[src/rtl/spi_pkg.sv]
// Constants and FSM encoding shared by both ends of the single-port-RAM SPI link.
package spi_pkg;

  localparam logic [1:0] CMD_WR_ADDR = 2'b00;
  localparam logic [1:0] CMD_WR_DATA = 2'b01;
  localparam logic [1:0] CMD_RD_ADDR = 2'b10;
  localparam logic [1:0] CMD_RD_DATA = 2'b11;

  localparam int unsigned FRAME_W = 10;
  localparam int unsigned DATA_W  = 8;

  typedef enum logic [2:0] {
    StIdle,
    StStart,
    StShift,
    StWait,
    StRecv,
    StEnd
  } spi_state_e;

endpackage

[src/rtl/spi_master.sv]
// SPI initiator: serialises 10-bit commands on MOSI at one bit per clk and, for
// read-data commands, captures the 8-bit reply from MISO after a turnaround.
module spi_master
  import spi_pkg::*;
#(
  parameter int unsigned TURN = 2,
  parameter int unsigned GAP  = 1
) (
  input  logic               clk_i,
  input  logic               rst_ni,
  input  logic               cmd_valid_i,
  input  logic [FRAME_W-1:0] cmd_data_i,
  output logic               cmd_ready_o,
  output logic               ss_n_o,
  output logic               mosi_o,
  input  logic               miso_i,
  output logic [DATA_W-1:0]  rd_data_o,
  output logic               rd_valid_o,
  output logic               busy_o
);

  spi_state_e         state_q, state_d;
  logic [3:0]         cnt_q, cnt_d;
  logic [FRAME_W-1:0] sreg_q, sreg_d;
  logic [1:0]         code_q, code_d;
  logic [DATA_W-1:0]  rd_data_q, rd_data_d;
  logic               rd_valid_q, rd_valid_d;
  logic               ss_n_q, ss_n_d;
  logic               mosi_q, mosi_d;
  logic               cmd_ready_q, cmd_ready_d;
  logic               busy_q, busy_d;

  always_comb begin
    state_d    = state_q;
    cnt_d      = cnt_q;
    sreg_d     = sreg_q;
    code_d     = code_q;
    rd_data_d  = rd_data_q;
    rd_valid_d = 1'b0;

    unique case (state_q)
      StIdle: begin
        // cmd_ready_q is the registered view of IDLE, low for one cycle after reset
        if (cmd_valid_i && cmd_ready_q) begin
          sreg_d  = cmd_data_i;
          code_d  = cmd_data_i[FRAME_W-1 -: 2];
          state_d = StStart;
        end
      end
      StStart: begin
        state_d = StShift;
        cnt_d   = 4'(FRAME_W - 1);
      end
      StShift: begin
        sreg_d = {sreg_q[FRAME_W-2:0], 1'b0};
        if (cnt_q == 4'd0) begin
          if (code_q == CMD_RD_DATA) begin
            state_d = StWait;
            cnt_d   = 4'(TURN - 1);
          end else begin
            state_d = StEnd;
            cnt_d   = 4'(GAP - 1);
          end
        end else begin
          cnt_d = cnt_q - 4'd1;
        end
      end
      StWait: begin
        if (cnt_q == 4'd0) begin
          state_d = StRecv;
          cnt_d   = 4'(DATA_W - 1);
        end else begin
          cnt_d = cnt_q - 4'd1;
        end
      end
      StRecv: begin
        sreg_d = {sreg_q[FRAME_W-2:0], miso_i};
        if (cnt_q == 4'd0) begin
          rd_data_d  = {sreg_q[DATA_W-2:0], miso_i};
          rd_valid_d = 1'b1;
          state_d    = StEnd;
          cnt_d      = 4'(GAP - 1);
        end else begin
          cnt_d = cnt_q - 4'd1;
        end
      end
      StEnd: begin
        if (cnt_q == 4'd0) begin
          state_d = StIdle;
        end else begin
          cnt_d = cnt_q - 4'd1;
        end
      end
      default: begin
        state_d = StIdle;
        cnt_d   = 4'd0;
      end
    endcase

    // Outputs are decoded from the next state so the registered copies line up with state_q
    ss_n_d      = !(state_d inside {StStart, StShift, StWait, StRecv});
    mosi_d      = (state_d == StStart || state_d == StShift) ? sreg_d[FRAME_W-1] : 1'b0;
    cmd_ready_d = (state_d == StIdle);
    busy_d      = (state_d != StIdle);
  end

  always_ff @(posedge clk_i or negedge rst_ni) begin
    if (!rst_ni) begin
      state_q     <= StIdle;
      cnt_q       <= 4'd0;
      sreg_q      <= '0;
      code_q      <= 2'b00;
      rd_data_q   <= '0;
      rd_valid_q  <= 1'b0;
      ss_n_q      <= 1'b1;
      mosi_q      <= 1'b0;
      cmd_ready_q <= 1'b0;
      busy_q      <= 1'b0;
    end else begin
      state_q     <= state_d;
      cnt_q       <= cnt_d;
      sreg_q      <= sreg_d;
      code_q      <= code_d;
      rd_data_q   <= rd_data_d;
      rd_valid_q  <= rd_valid_d;
      ss_n_q      <= ss_n_d;
      mosi_q      <= mosi_d;
      cmd_ready_q <= cmd_ready_d;
      busy_q      <= busy_d;
    end
  end

  assign cmd_ready_o = cmd_ready_q;
  assign ss_n_o      = ss_n_q;
  assign mosi_o      = mosi_q;
  assign rd_data_o   = rd_data_q;
  assign rd_valid_o  = rd_valid_q;
  assign busy_o      = busy_q;

endmodule

[config.mk]
export PLATFORM = sky130hd
export DESIGN_NAME = spi_master
export DESIGN_NICKNAME = d
export VERILOG_FILES = /design/src/rtl/spi_pkg.sv /design/src/rtl/spi_master.sv
export SDC_FILE = /design/constraint.sdc
export NUM_CORES = 1
export LEC_CHECK = 0
export CAP_MARGIN = 20
export CORE_UTILIZATION = 29
export CTS_CLUSTER_DIAMETER = 80
export CTS_CLUSTER_SIZE = 14
export DETAILED_ROUTE_END_ITERATION = 8
export GPL_TIMING_DRIVEN = 0
export MAX_ROUTING_LAYER = met4
export PLACE_DENSITY = 0.5
export SYNTH_ARGS = -nofsm -noshare
export SYNTH_HDL_FRONTEND = slang
export SYNTH_SLANG_ARGS = --single-unit
[constraint.sdc]
create_clock -name clk_i -period 2.4 [get_ports clk_i]
set_input_delay 0.48 -clock clk_i [delete_from_list [all_inputs] [get_ports clk_i]]
set_output_delay 0.48 -clock clk_i [all_outputs]
set_load 0.02 [all_outputs]
-- Yosys cells after proc, flatten, opt, wreduce, memory -nomap -nowiden
Index checks and enable logic that the tools add are counted.
- bits in writable memories: 0
- word-level logic and storage cells: 56
- output and inout bits: 13
- memories kept: 0
- register bits after elaboration: 32
- memory bits (read-only): 0
- bits in latches: 0
- bits of input ports: 14
- multiply operators: 0
- add/subtract/negate cells: 1
- magnitude comparators: 0
- eq/ne operators: 12
- shift operators: 0
- divide/modulo/power cells: 0
- bitwise gates (word level): 1
- muxes and demuxes: 18
- reductions and logical operators: 13
- operators with widths (cell ; number):
    $pmux W10 S3 ; 1
    $pmux W4 S6 ; 1
    $mux W3 ; 6
    $pmux W3 S6 ; 1
    $mux W4 ; 4
    $eq A3 B2 Y1 const B ; 4
    $mux W10 ; 1
    $eq A3 B3 Y1 const B ; 3
    $reduce_and A2 Y1 ; 4
    $eq A3 B1 Y1 const B ; 2
    $logic_not A3 Y1 ; 2
    $reduce_bool A3 Y1 ; 2
    $logic_not A4 Y1 ; 1
    $mux W1 ; 4
    $ne A2 B2 Y1 const B ; 2
    $reduce_bool A4 Y1 ; 1
    $sub A4 B1 Y4 const B ; 1
    $eq A2 B2 Y1 const B ; 1
    $logic_and A1 B1 Y1 ; 1
    $logic_not A1 Y1 ; 1
    $logic_or A1 B1 Y1 ; 1
    $not A1 Y1 ; 1

-- Longest topological paths before layout
- depth after elaboration: 7
- gate-level depth with buffers: 7
- depth with buffers taken out: 6

-- Worst setup path before layout
No wires, ideal clock.
- path type: flip-flop to flip-flop
- start: register cnt_q[0]
- end: register mosi_q (netlist: mosi_o)
- path buffers: 1
- stages on the path, launching flop included: 8
- period minus slack after synthesis: 1600 ps
- data arrival time: 1499 ps
- data required time: 2299 ps
- library setup time: 101 ps
- slack: 800 ps
- path through: dfrtp_1 > inv_1 > ha_1 > nor3b_2 > buf_6 > and2_2 > o21ai_2 > nor4_1
- longest elaborated chain between the ends: 6
- elaborated cells between the ends (all ways): 10
- classes of those cells: eq/ne: 2; mux: 6; reduce/logical: 2
- RTL lines (element ; RTL line ; source):
    start: declaration ; spi_master.sv:23 ; logic [3:0] cnt_q, cnt_d;
    start signal: assignment ; spi_master.sv:121 ; cnt_q <= cnt_d;
    $logic_not A4 Y1 * ; -- ;
    $mux W3, on equally long branches ; -- ;
    $pmux W3 S6 * ; spi_master.sv:41 ; unique case (state_q)
    named net state_d[2] ; spi_master.sv:22 ; spi_state_e state_q, state_d;
    $eq A3 B1 Y1 or $eq A3 B2 Y1 (tied branches) ; spi_master.sv:102 ; mosi_d = (state_d == StStart || state_d == StShift) ? sreg_d[FRAME_W-1] : 1'b0;
    $logic_or A1 B1 Y1 * ; spi_master.sv:102 ;
    $mux W1 * ; spi_master.sv:102 ;
    named net mosi_d ; spi_master.sv:29 ; logic mosi_q, mosi_d;
    end signal: assignment ; spi_master.sv:127 ; mosi_q <= mosi_d;
    end: declaration ; spi_master.sv:29 ;
Mark *: on every way through the listed nets, which the timed path passes. The rest lies on a longest branch.
A chain may end at the register's enable or synchronous reset.

-- Worst setup path in the final report
- start: register ss_n_q (netlist: ss_n_o)
- end: output ss_n_o
- RTL lines (element ; RTL line ; source):
    start: declaration ; spi_master.sv:28 ; logic ss_n_q, ss_n_d;
    start signal: assignment ; spi_master.sv:126 ; ss_n_q <= ss_n_d;
    end: declaration ; spi_master.sv:14 ; output logic ss_n_o,
No word-level cell between the ends.

==> flow_summary.json <==
{
  "synth_nets": 148,
  "fin_crit_sh_pct": 77.4,
  "cts_root_buf": "clkbuf_8",
  "io_buffers": 26,
  "ys_ff_latch": 32,
  "ctsHoldBuffers": 0,
  "max_freq_mhz": 538,
  "routed_wl_um": 3220,
  "synth_area_um2": 1550,
  "synthDistinctLibCells": 43,
  "placementRows": 26,
  "synth_top_cells_by_count": "31 x dfrtp_1, 20 x nand2_1, 10 x mux2_2",
  "wl_per_cell_um": 13.7,
  "drt-vias-per-instance": 4.81,
  "clock_path_buffers": 2,
  "grt_pass1_wl_um": 5200,
  "power.density_nw_per_um2": 1270,
  "arrival_ns": 1.38,
  "ant_nets": 0,
  "ys_seq_area_share_pct": 51.8,
  "dp_cells": 228,
  "final_max_slew_viol_count": 0,
  "fillCellCount": 532,
  "place_hpwl_um": 2290,
  "status": "finished clean",
  "place_congestion": 0.794,
  "grt-busiest-layer": "met2",
  "synth_top_area_cell": "dfrtp_1",
  "clkSinkCount": 32,
  "gr-usage-met2_pct": 19.1,
  "finalSetupTns_ns": 0,
  "yosysMostFrequentCell": "dfrtp_1",
  "crit_path_end_kind": "primary output",
  "track_usage_pct": 13.2,
  "design_area_um2": 1970,
  "crit_path_start_kind": "flip-flop",
  "drive_gt1_share_pct": 21.2,
  "worst_path_max_delay_cell": "clkdlybuf4s50_1",
  "p_leak_nw": 0.877,
  "grtUsageMet3_pct": 4.55,
  "r2r-start": "cnt_q[0]$_DFFE_PN0P_",
  "synth_edf_count": 0,
  "post-route-min-period_ns": 1.86,
  "nets": 181,
  "crit_chain": "clkdlybuf4s50_1",
  "vias": 1131,
  "worstPathBufferInverterCount": 1,
  "critical-path-max-stage-delay_ns": 0.59,
  "grt_overflow": 0,
  "final-hold-violation-count": 0,
  "clock_latency_ns": 0.28,
  "area_growth_pct": 27.4,
  "fin_skew_ns": 0.00351,
  "antenna_cells": 0,
  "gr-usage-met1_pct": 16.8,
  "cts_tree": "built",
  "regArea_um2": 802,
  "grt_setup_unrepaired": "no",
  "ios": 27,
  "hold_class": "in -> async",
  "die_area_um2": 5640,
  "cp_top_family": "buffers and inverters",
  "ys_warn_count": 0,
  "die_y_um": 75.1,
  "cap_violations": 0,
  "synthArstFlopShare_pct": 100,
  "avgSynthCellArea_um2": 11.7,
  "slew_headroom_pct": 51.9,
  "fp.coreArea_um2": 5140,
  "netlist.area_leader.share_pct": 50.1,
  "syn_inst": 132,
  "multi_input_comb_area_um2": 676,
  "cp-startpoint": "ss_n_o$_DFF_PN1_",
  "peakVddDrop_mv": 0.345,
  "postCtsSetupBuffers": 0,
  "worstSetupPathType": "reg -> out",
  "fin_cells": 235,
  "cts_resized": 0,
  "drc_errors": 0,
  "grt_antenna_before_repair": 0,
  "clk_pin_slew_ns": 0.06,
  "chipWidth_um": 75.1,
  "synth_top_flop_cell": "dfrtp_1",
  "yosys-top-cells-area": "dfrtp_1 50%, mux2_2 7.3%, nand2_1 4.8%",
  "grt_pass1_vias": 1064,
  "numCtsBuffers": 5,
  "cp_max_fo": 1,
  "start_util_pct": 30.1,
  "placed_cell_area_um2": 1890,
  "cp.required_ns": 1.92,
  "drt-initial-drc-count": 81,
  "setup_viol": 0,
  "tightest_slew_ns": 0.721,
  "cts-htree-levels": 2,
  "dr.pass1.iters": 4,
  "grt_max_degree": 33
}
worst paths after layout:
path | end | slack (ns) | depth (start not counted)
max | ss_n_o | 0.54 | 1
min | rd_data_o[1]$_DFFE_PN0P_ | 0.25 | 1
max reg2reg | mosi_o$_DFF_PN0_ | 0.58 | 7
min reg2reg | sreg_q[2]$_DFFE_PN0P_ | 0.50 | 2
max in group asynchronous | sreg_q[0]$_DFFE_PN0P_ | 1.69 | 1
min in group clk_i | sreg_q[2]$_DFFE_PN0P_ | 0.50 | 2
state kept, by name, summed over array words and instances (netlist names):
| signal | cells |
|---|---|
| sreg_q | 10 |
| rd_data_o | 8 |
| cnt_q | 4 |
| state_q | 3 |
| code_q | 2 |
| busy_o | 1 |
| cmd_ready_o | 1 |
| mosi_o | 1 |
| rd_valid_o | 1 |
| ss_n_o | 1 |
metrics by stage:
step	hold WS, ns	worst slack, ns	total power, mW	util, %
2_1_floorplan	0.184	0.800	1.78	-
3_3_place_gp	0.490	0.170	2.11	36.9
3_5_place_dp	0.486	0.403	2.12	36.8
4_1_cts	0.267	0.528	2.53	38.4
5_1_grt	0.305	0.430	2.70	38.4
6_report	0.253	0.542	2.50	38.4
layout by cell type, fill, tap and decap left out, drive strengths merged, types with 2 or more instances in the layout:
master and n:
a21oi 3, o21ai 5, nand2 21, a22oi 9
mux2 10, nor3b 2, ha 2, inv 6
xnor2 3, clkbuf 6, buf 5, nand2b 2
o32ai 2, dfrtp 31, a222oi 2, nor3 4
clkdlybuf4s50 25, nor2 6, and2 3
metal layers:
layer,up-vias,part of all wire (%)
met3,7,5.8
met2,34,48
met1,544,45
met4,0,1.5
met5,-,0
li1,546,-
logic make-up after synthesis:
kind of cell,Yosys count,share of synthesized area [%]
AOI/OAI and AO/OA,29,14.9
xor gates and xnor gates,4,3.47
adders and majority gates,2,1.62
buffers and inverters,11,4.60
DFF,32,51.8
muxes,11,7.92
and+or+nand+nor,43,15.7
report_power, final:
part	internal (mW)	leakage (nW)	switching (mW)
clock	0.196	0.0400	0.193
combinational	0.563	0.425	0.649
sequential	0.744	0.412	0.152
total	1.50	0.877	0.994
cell type report:
type / instances / area share (%)
well taps: 70 / 4.44
inverters: 6 / 1.14
repair buffers: 26 / 12.9
plain buffers: 5 / 2.47
flip-flops and latches: 32 / 40.6
clock buffers: 5 / 3.49
multi-input cells: 89 / 34.2
clock inverters: 2 / 0.634
Note: power is estimated with default switching activity, not from simulation.
